<file path="src/rtl/per1_mem_master_bridge.sv">
// Master-side bridge from the core load/store port to the per1 memory slave:
// alignment check, two-phase strobe/data handshake, load extension and wait timeout.
module per1_mem_master_bridge #(
    parameter int TIMEOUT = 64,
    parameter int CNT_W   = 7
) (
    input  logic        clk,
    input  logic        rst_n,
    input  logic        req_valid,
    output logic        req_ready,
    input  logic        req_we,
    input  logic [15:0] req_addr,
    input  logic [1:0]  req_size,
    input  logic        req_unsigned,
    input  logic [31:0] req_wdata,
    output logic        resp_valid,
    output logic [31:0] resp_rdata,
    output logic        resp_err,
    output logic [15:0] mem_addr,
    output logic [1:0]  mem_size,
    output logic [31:0] mem_wdata,
    output logic        mem_wr_en,
    output logic        mem_rd_en,
    input  logic [31:0] mem_rdata,
    input  logic        mem_slave_ready
);

    localparam logic [1:0] S_IDLE = 2'd0;
    localparam logic [1:0] S_REQ  = 2'd1;
    localparam logic [1:0] S_DATA = 2'd2;
    localparam logic [1:0] S_RESP = 2'd3;

    localparam logic [CNT_W-1:0] CNT_LAST = CNT_W'(TIMEOUT - 1);

    logic [1:0]       r_state;
    logic [15:0]      r_addr;
    logic [1:0]       r_size;
    logic             r_we;
    logic             r_uns;
    logic [31:0]      r_wdata;
    logic [CNT_W-1:0] r_cnt;
    logic [31:0]      r_rdata;
    logic             r_err;

    logic             w_bad;
    logic             w_in_slave;
    logic             w_resp;
    logic             w_timeout;

    function automatic logic [31:0] f_extend(input logic [1:0]  size,
                                             input logic        uns,
                                             input logic [31:0] d);
        case (size)
            2'b00:   f_extend = {{24{~uns & d[7]}}, d[7:0]};
            2'b01:   f_extend = {{16{~uns & d[15]}}, d[15:0]};
            default: f_extend = d;
        endcase
    endfunction

    function automatic logic f_illegal(input logic [1:0] size, input logic [1:0] a);
        case (size)
            2'b00:   f_illegal = 1'b0;
            2'b01:   f_illegal = a[0];
            2'b10:   f_illegal = (a != 2'b00);
            default: f_illegal = 1'b1;
        endcase
    endfunction

    assign w_bad      = f_illegal(req_size, req_addr[1:0]);
    assign w_in_slave = (r_state == S_REQ) || (r_state == S_DATA);
    assign w_resp     = (r_state == S_RESP);
    assign w_timeout  = (r_cnt == CNT_LAST);

    assign req_ready  = (r_state == S_IDLE);
    assign resp_valid = w_resp;
    assign resp_rdata = w_resp ? r_rdata : 32'd0;
    assign resp_err   = w_resp & r_err;

    // Slave-facing fields come straight from the latched request so they stay
    // stable across both phases; the write commits during DATA.
    assign mem_addr   = r_addr;
    assign mem_size   = r_size;
    assign mem_wdata  = r_wdata;
    assign mem_wr_en  = r_we & w_in_slave;
    assign mem_rd_en  = (r_state == S_REQ);

    always_ff @(posedge clk or negedge rst_n) begin
        if (!rst_n) begin
            r_state <= S_IDLE;
            r_addr  <= 16'd0;
            r_size  <= 2'd0;
            r_we    <= 1'b0;
            r_uns   <= 1'b0;
            r_wdata <= 32'd0;
            r_cnt   <= '0;
            r_rdata <= 32'd0;
            r_err   <= 1'b0;
        end else begin
            case (r_state)
                S_IDLE: begin
                    if (req_valid) begin
                        r_addr  <= req_addr;
                        r_size  <= req_size;
                        r_we    <= req_we;
                        r_uns   <= req_unsigned;
                        r_wdata <= req_wdata;
                        r_cnt   <= '0;
                        r_rdata <= 32'd0;
                        r_err   <= w_bad;
                        r_state <= w_bad ? S_RESP : S_REQ;
                    end
                end
                S_REQ: begin
                    if (mem_slave_ready) begin
                        r_cnt   <= '0;
                        r_state <= S_DATA;
                    end else if (w_timeout) begin
                        r_err   <= 1'b1;
                        r_state <= S_RESP;
                    end else begin
                        r_cnt   <= r_cnt + 1'b1;
                    end
                end
                S_DATA: begin
                    if (mem_slave_ready) begin
                        if (!r_we) begin
                            r_rdata <= f_extend(r_size, r_uns, mem_rdata);
                        end
                        r_cnt   <= '0;
                        r_state <= S_RESP;
                    end else if (w_timeout) begin
                        r_err   <= 1'b1;
                        r_state <= S_RESP;
                    end else begin
                        r_cnt   <= r_cnt + 1'b1;
                    end
                end
                S_RESP: begin
                    r_state <= S_IDLE;
                end
                default: begin
                    r_state <= S_IDLE;
                end
            endcase
        end
    end

endmodule

</file>
<file path="config.mk">
export PLATFORM = sky130hd
export DESIGN_NAME = per1_mem_master_bridge
export DESIGN_NICKNAME = d
export VERILOG_FILES = /design/src/rtl/per1_mem_master_bridge.sv
export SDC_FILE = /design/constraint.sdc
export NUM_CORES = 1
export LEC_CHECK = 0
export ABC_AREA = 1
export CORE_AREA = 2 2 90 127
export CTS_CLUSTER_SIZE = 16
export DETAILED_ROUTE_END_ITERATION = 6
export DIE_AREA = 0 0 92 129
export GPL_TIMING_DRIVEN = 0
export PLACE_DENSITY = 0.87
export SYNTH_ARGS = -nofsm -noshare
export SYNTH_HDL_FRONTEND = slang
export SYNTH_SLANG_ARGS = --single-unit
</file>
<file path="constraint.sdc">
create_clock -name clk -period 2.3 [get_ports clk]
set_input_delay 0.46 -clock clk [delete_from_list [all_inputs] [get_ports clk]]
set_output_delay 0.46 -clock clk [all_outputs]
set_load 0.03 [all_outputs]
</file>
==> results of run 1 <==
metal layers:
layer	vias to the layer above	global-route usage [%]	part of all wire [%]
li1	1778	-	-
met1	1764	20.8	36
met2	118	37.8	56
met3	20	4.04	5.5
met4	0	7.55	2.5
met5	-	0	0
layout make-up:
| cell class | instances | area (sq um) |
|---|---|---|
| Timing Repair Buffer | 175 | 1760 |
| Buffer | 18 | 113 |
| Tap cell | 141 | 176 |
| Clock buffer | 12 | 246 |
| Clock inverter | 2 | 10.0 |
| Inverter | 59 | 224 |
| Sequential cell | 94 | 2350 |
| Fill cell | 892 | 4250 |
| Multi-Input combinational cell | 266 | 1560 |
sequential cells by signal, summed over array words and instances (netlist names):
| name | count |
|---|---|
| mem_wdata | 32 |
| r_rdata | 32 |
| mem_addr | 16 |
| r_cnt | 7 |
| mem_size | 2 |
| r_state | 2 |
| r_err | 1 |
| r_uns | 1 |
| r_we | 1 |
worst register-to-register path, stage by stage, from the launching register on:
cell	delay, ns
sky130_fd_sc_hd__dfrtp_1	0.40
sky130_fd_sc_hd__inv_1	0.10
sky130_fd_sc_hd__ha_1	0.31
sky130_fd_sc_hd__nor2_1	0.41
sky130_fd_sc_hd__clkbuf_1	0.41
sky130_fd_sc_hd__nand2_1	0.09
sky130_fd_sc_hd__o21ai_0	0.08
sky130_fd_sc_hd__inv_1	0.06
through the flow:
| stage | util [%] | setup WS, ns | total power (uW) | setup TNS (ns) |
|---|---|---|---|---|
| 3_3_place_gp | 57.4 | -2.58 | 7200 | -249.78 |
| 5_1_grt | 60.2 | 0.000429 | 9180 | 0 |
| 3_5_place_dp | 57.7 | -0.400 | 7400 | -9.35 |
| 2_1_floorplan | - | 0.311 | 5510 | 0 |
| 4_1_cts | 60.5 | 0.0109 | 8730 | 0 |
| 6_report | 60.2 | 0.121 | 8630 | 0 |
cells in the final DEF, fill, tap and decap left out, drive strengths merged:
cell type      instances
mux2                  47
o21ai                 71
a21oi                 11
dfrtp                 94
nand2                 87
dlygate4sd2            4
buf                   13
xor2                   1
ha                     5
nand4                  4
clkinv                 3
clkbuf                25
inv                   58
dlymetal6s2s           1
clkdlybuf4s50        137
nor2                  26
nand3                 14
clkdlybuf4s15         25
kinds of logic after synthesis:
logic type | count (synthesis) | synth area share (%)
xor+xnor | 1 | 0.207
simple gates | 131 | 12.9
compound gates | 82 | 9.80
flops | 94 | 55.7
fa+ha+maj | 5 | 1.48
buf+inv | 77 | 7.46
mux | 47 | 12.5
final timing paths:
path | start | to | cells past startpoint | slack, ns
max in group asynchronous | rst_n | mem_wdata[8] | 2 | 1.59
hold reg to reg | r_err | r_err | 2 | 0.48
hold / removal | rst_n | mem_addr[3] | 1 | 0.05
min in group clk | r_err | r_err | 2 | 0.48
setup reg to reg | r_state[1] | r_state[0] | 7 | 0.34
setup / recovery | r_state[1] | mem_wr_en | 5 | 0.12
power breakdown:
group          total [uW]  internal [uW]  switching (uW)  leakage [uW]
sequential           2860           2430             424       0.00118
clock                1310            746             560      0.000128
combinational        4470           1840            2630       0.00183
total                8630           5020            3610       0.00314
what timing repair did:
action,4_1_cts,5_1_grt
gates resized for setup,97,12
setup endpoints to repair,35,32
gates cloned,0,0
==> metrics list, run 1 <==
- After clock tree synthesis, the setup repair step added 0 buffers.
* Count of pins on the block boundary: 175
- Max-cap violations in this run came to 0.
- Sequential cell area fraction in the yosys report: 55.7%
* Overall routing resource usage: 19.6%
- Setup violations remaining at the end of the flow were counted as 0.
- The most used flip-flop cell after synthesis is sky130_fd_sc_hd__dfrtp_1.
* Setup repair after global routing missed its margin: false
- In this run, distinct cell masters in the synthesized netlist total 23.
- Largest net degree at the start of global routing: 69
- After detailed placement, the total cell area comes to 6170 sq um.
- Portion of synthesized cell area occupied by the leading cell type: 55.7%
- The number of clock buffers added by TritonCTS is 9.
- Number of DRC markers after the initial detailed-route iteration: 145
- Wire length after detailed routing: 11,400 um
- Largest cells by area after synthesis: sky130_fd_sc_hd__dfrtp_1 (56%), sky130_fd_sc_hd__mux2_2 (10%), sky130_fd_sc_hd__nand2_1 (7.5%)
* IO Port Bufs: 174
* Critical path type: reg2out
- Net count reported at finish: 716
* Kind of end point of the critical path: primary output
* Critical-path top delay cell: sky130_fd_sc_hd__dfrtp_1
- The largest total area in the synthesized netlist belongs to sky130_fd_sc_hd__dfrtp_1.
- Max_slew headroom: 69.5%
* Slowest cell delay on critical path: 0.40 ns
* Max frequency: 0.459 GHz
- Hold timing on the final database bottoms out at a slack of 0.0506 ns.
- For the pin with the worst max-slew slack, the measured transition is 0.456 ns.
* Worst clock skew: 0.00495 ns
* Power per Cell Area: 1340 nW/um^2
- Most common cell in the synthesized netlist: sky130_fd_sc_hd__dfrtp_1
- Of the available clock period, the critical path in the final layout requires 94.7%.
* Highest net fanout along the worst path: 6
- Run status: finished, final reports clean
- Proportion of register bits with asynchronous set or reset after synthesis: 100%
- The smallest clock period supported by the final layout is computed as 2.18 ns.
* Netlist area before placement: 4230 sq um
- The number of global-route vias before repair is 3,831.
- Clock slew at the register clock pins of the worst setup and hold paths: 0.06 ns
* Fraction of final layout cells sized beyond drive strength 1: 16.3%
- For the worst setup path, the data required time is 1.84 ns.
- In the routed design, unresolved DRC markers number 0.
- Count of standard-cell rows: 45
- Die Outline Area: 11,900 sq um
- Buf/Inv on CP: 3
- Synthesis produced a netlist with a net count of 530.
- The routed layout has 3,680 vias.
- The cell family contributing the most delay on the critical path is buffers and inverters.
* Maximum buffer depth of the clock tree: 2
- Area added between synthesis and finish: 52.5%
* Worst EP arrival: 1.72 ns
- Critical path, cell by cell: inv_1 > ha_1 > nand2_1 > inv_1 > clkdlybuf4s15_1
- The count of endpoints failing hold in the final timing report came to 0.
- Number of clock sinks: 94
- CTS tree: done
- The repair_antennas step left the layout with diodes totalling 0.
- By instance count, the cell type seen most on the critical path is sky130_fd_sc_hd__inv_1.
* Antenna violation net count after detailed routing: 0
* Via density per instance: 4.80
* Core Area: 10,700 sq um
* Remaining global-route overflow: 0
- Leakage power of the design: 0.00314 uW
- Once placement completed, the tool counted placed cells totaling 753.
* Detail Placement HPWL: 8900 um
* Flip-flop and latch count after synthesis: 94
- Mean routed wirelength per cell: 14.8 um
- By count the netlist is led by sky130_fd_sc_hd__dfrtp_1 (94), sky130_fd_sc_hd__nand2_1 (85), sky130_fd_sc_hd__inv_1 (56).
* Number of standard cells in the layout, taps in and fillers out: 767
- Latest clock arrival within the worst-skew pair: 0.33 ns
* Final design instance area without fill: 6440 sq um
- Number of flops mapped to enable cells by yosys: 0
* YS warnings: 0
* Kind of start point of the critical path: register
- First-pass GRT wire length: 18,100 um
- The root buffer cell chosen for the clock tree is sky130_fd_sc_hd__clkbuf_16.
- Worst hold path class: in2async
- Chip width: 92 um
- Averaged over all synthesized cells, the footprint is 9.67 sq um.
- The final count of pins violating max slew is 0.
- Die Span Y: 129 um
- The first detailed-routing pass took 4 iterations.
* Number of standard cells after synthesis: 437
* Final estimated routing congestion in global placement: 0.859
* Initial standard-cell utilization of the core: 39.5%
* Worst IR Drop VDD: 852 uV
- The H-tree was split into 3 levels.
* Count of hold buffers inserted by post-cts repair: 0
- The initial antenna violation count was 0.
(Power assumes the default switching activity.)
==> inputs of run 2 (changes only) <==
CORE_AREA = 8 8 96 133   (was 2 2 90 127)
DIE_AREA = 0 0 104 141   (was 0 0 92 129)
==> metrics list, run 2 (synthesis results as in run 1) <==
* Die Outline Area: 14,700 sq um
- CTS tree: done
* Max frequency: 0.458 GHz
- Dividing total power by cell area gives a power density of 1390 nW/um^2.
* Vias after detailed routing: 3,707
- Setup repair after global routing left no endpoint under its margin.
* Count of hold buffers inserted by post-cts repair: 0
- Antenna violation net count after detailed routing: 0
- Final design instance area without fill: 6530 sq um
- Net count reported at finish: 716
- The worst setup path is captured at a primary output.
* H-tree depth: 3
* Count of standard-cell rows: 45
- The post-route netlist has 16.7% of its cells at a drive strength greater than 1.
- Minimum setup slack in the final design: 0.117 ns
- Clock tree synthesis found a total of 94 sinks.
- Measured along the x axis, the die boundary spans 104 um.
- Core Area: 10,700 sq um
- Cell at the root of the clock tree: sky130_fd_sc_hd__clkbuf_16
* Remaining global-route overflow: 0
- First-pass GRT wire length: 20,600 um
- 0 antenna diodes ended up in the layout.
* Worst EP arrival: 1.72 ns
- Across all register-to-register paths, the minimum setup slack is 0.31 ns.
* Die Span Y: 141 um
- For this block, the routed nets add up to 12,600 um of wire.
- Cts bufs inserted: 9
* Top library cells by usage in the layout, fill and taps aside: sky130_fd_sc_hd__clkdlybuf4s50_1 (137), sky130_fd_sc_hd__dfrtp_1 (94), sky130_fd_sc_hd__nand2_1 (85), sky130_fd_sc_hd__inv_1 (56), sky130_fd_sc_hd__o21ai_0 (55)
- Largest net degree at the start of global routing: 59
- Clock slew at the register clock pins of the worst setup and hold paths: 0.07 ns
- Leakage power of the design: 0.00318 uW
- Kind of start point of the critical path: register
- Fin Hold WS: 0.0880 ns
- Initial antenna violation count: 0
* Final estimated routing congestion in global placement: 0.822
- For this design the top-level I/O count stands at 175.
* Final hold violation count: 0
- Max-cap viol count: 0
- Max_slew headroom: 67.3%
* Worst path required time: 1.84 ns
- The final count of pins violating max slew came to 0.
* Worst clock skew: 0.00900 ns
* IO Port Bufs: 174
* Mean routed wirelength per cell: 16.3 um
* DRC Markers: 0
- Initial standard-cell utilization of the core: 39.5%
- Post-route minimum period: 2.18 ns
- Detail Placement HPWL: 10,100 um
- In this run the worst path has a maximum fanout of 10.
- For the pin with the worst max-slew slack, the measured transition is 0.491 ns.
* Number of DRC markers after the initial detailed-route iteration: 148
- VDD sags by at most 839 uV.
- After detailed routing, the number of vias per cell comes to 4.83.
- The filler cells instantiated in the layout total 895.
* Area added between synthesis and finish: 54.4%
- Global routing consumed, over all layers together, 17.4% of the routing resources.
* Worst hold path class: in2async
- Vias in the first global route: 4,126
- The critical path in this run is classified as reg2out.
- After detailed placement, the total cell area comes to 6170 sq um.
- After layout, the worst path uses 94.9% of the clock period.
- Latest clock arrival within the worst-skew pair: 0.33 ns
* First-pass DRT Iterations: 4
- The library cell used most frequently in the layout, excluding fill and tap cells, is sky130_fd_sc_hd__clkdlybuf4s50_1.
* Run status: finished, final reports clean
- Maximum buffer depth of the clock tree: 2
* Worst-case setup slack after placement: -0.344 ns
- Setup violations remaining at the end of the flow were counted as 0.
==> run 2: cell types whose count changed in the layout (fill, tap and decap cells not counted), sizes merged <==
cell / change
clkbuf: -6
buf: +4
bufinv: +3
clkdlybuf4s18: +1
clkinv: -1
==> run 2: worst max-delay path: stages, from the launching register on <==
cell                              delay, ns
sky130_fd_sc_hd__dfrtp_1               0.40
sky130_fd_sc_hd__ha_1                  0.18
sky130_fd_sc_hd__clkbuf_4              0.20
sky130_fd_sc_hd__clkbuf_4              0.21
sky130_fd_sc_hd__nand2_1               0.06
sky130_fd_sc_hd__inv_1                 0.05
sky130_fd_sc_hd__clkdlybuf4s15_2       0.29
==> run 2: cell type report <==
type / count / area [sq um] / area share, %
tap: 141 / 176 / 2.70
multi-input combinational: 266 / 1560 / 23.9
sequential: 94 / 2350 / 36.0
timing repair buffer: 175 / 1770 / 27.1
clock buffer: 11 / 243 / 3.72
buffer: 18 / 106 / 1.63
inverter: 59 / 224 / 3.43
clock inverter: 4 / 95.1 / 1.46
==> run 2: worst paths after layout <==
kind | from | endpoint | depth (start not counted)
max in group asynchronous | rst_n | r_rdata[6] | 2
hold reg to reg | r_err | r_err | 2
setup / recovery | r_state[1] | resp_rdata[13] | 6
setup reg to reg | r_state[1] | r_rdata[16] | 6
min in group clk | r_err | r_err | 2
hold / removal | rst_n | r_rdata[28] | 1
==> run 2: power breakdown <==
group          total (uW)  leakage (uW)  internal, uW  switching, uW
combinational        4500       0.00183          1830           2670
sequential           2850       0.00118          2430            422
clock                1690      0.000166          1090            600
total                9040       0.00318          5340           3690
==> run 2: layer usage <==
metal  vias up  GRT usage [%]  share of wire (%)
met5         -              0                  0
met4         0           7.19                2.9
met3        29           5.20                6.1
met2       123           33.5                 56
met1      1776           16.7                 35
li1       1779              -                  -
==> run 2: per-stage QoR <==
stage	utilization (%)	instances	setup TNS, ns	total power (uW)
after floorplan	-	437	0	5510
after global placement	57.4	752	-248.66	7250
after detailed placement	57.7	753	-8.56	7460
after CTS	61.2	768	0	9130
after global routing	61.0	768	0	9560
final	61.0	768	0	9040
==> run 2: repair_timing <==
item | 4_1_cts | 5_1_grt
buffers inserted | 0 | 0
resized for setup | 101 | 18
endpoints found under the setup margin | 35 | 32
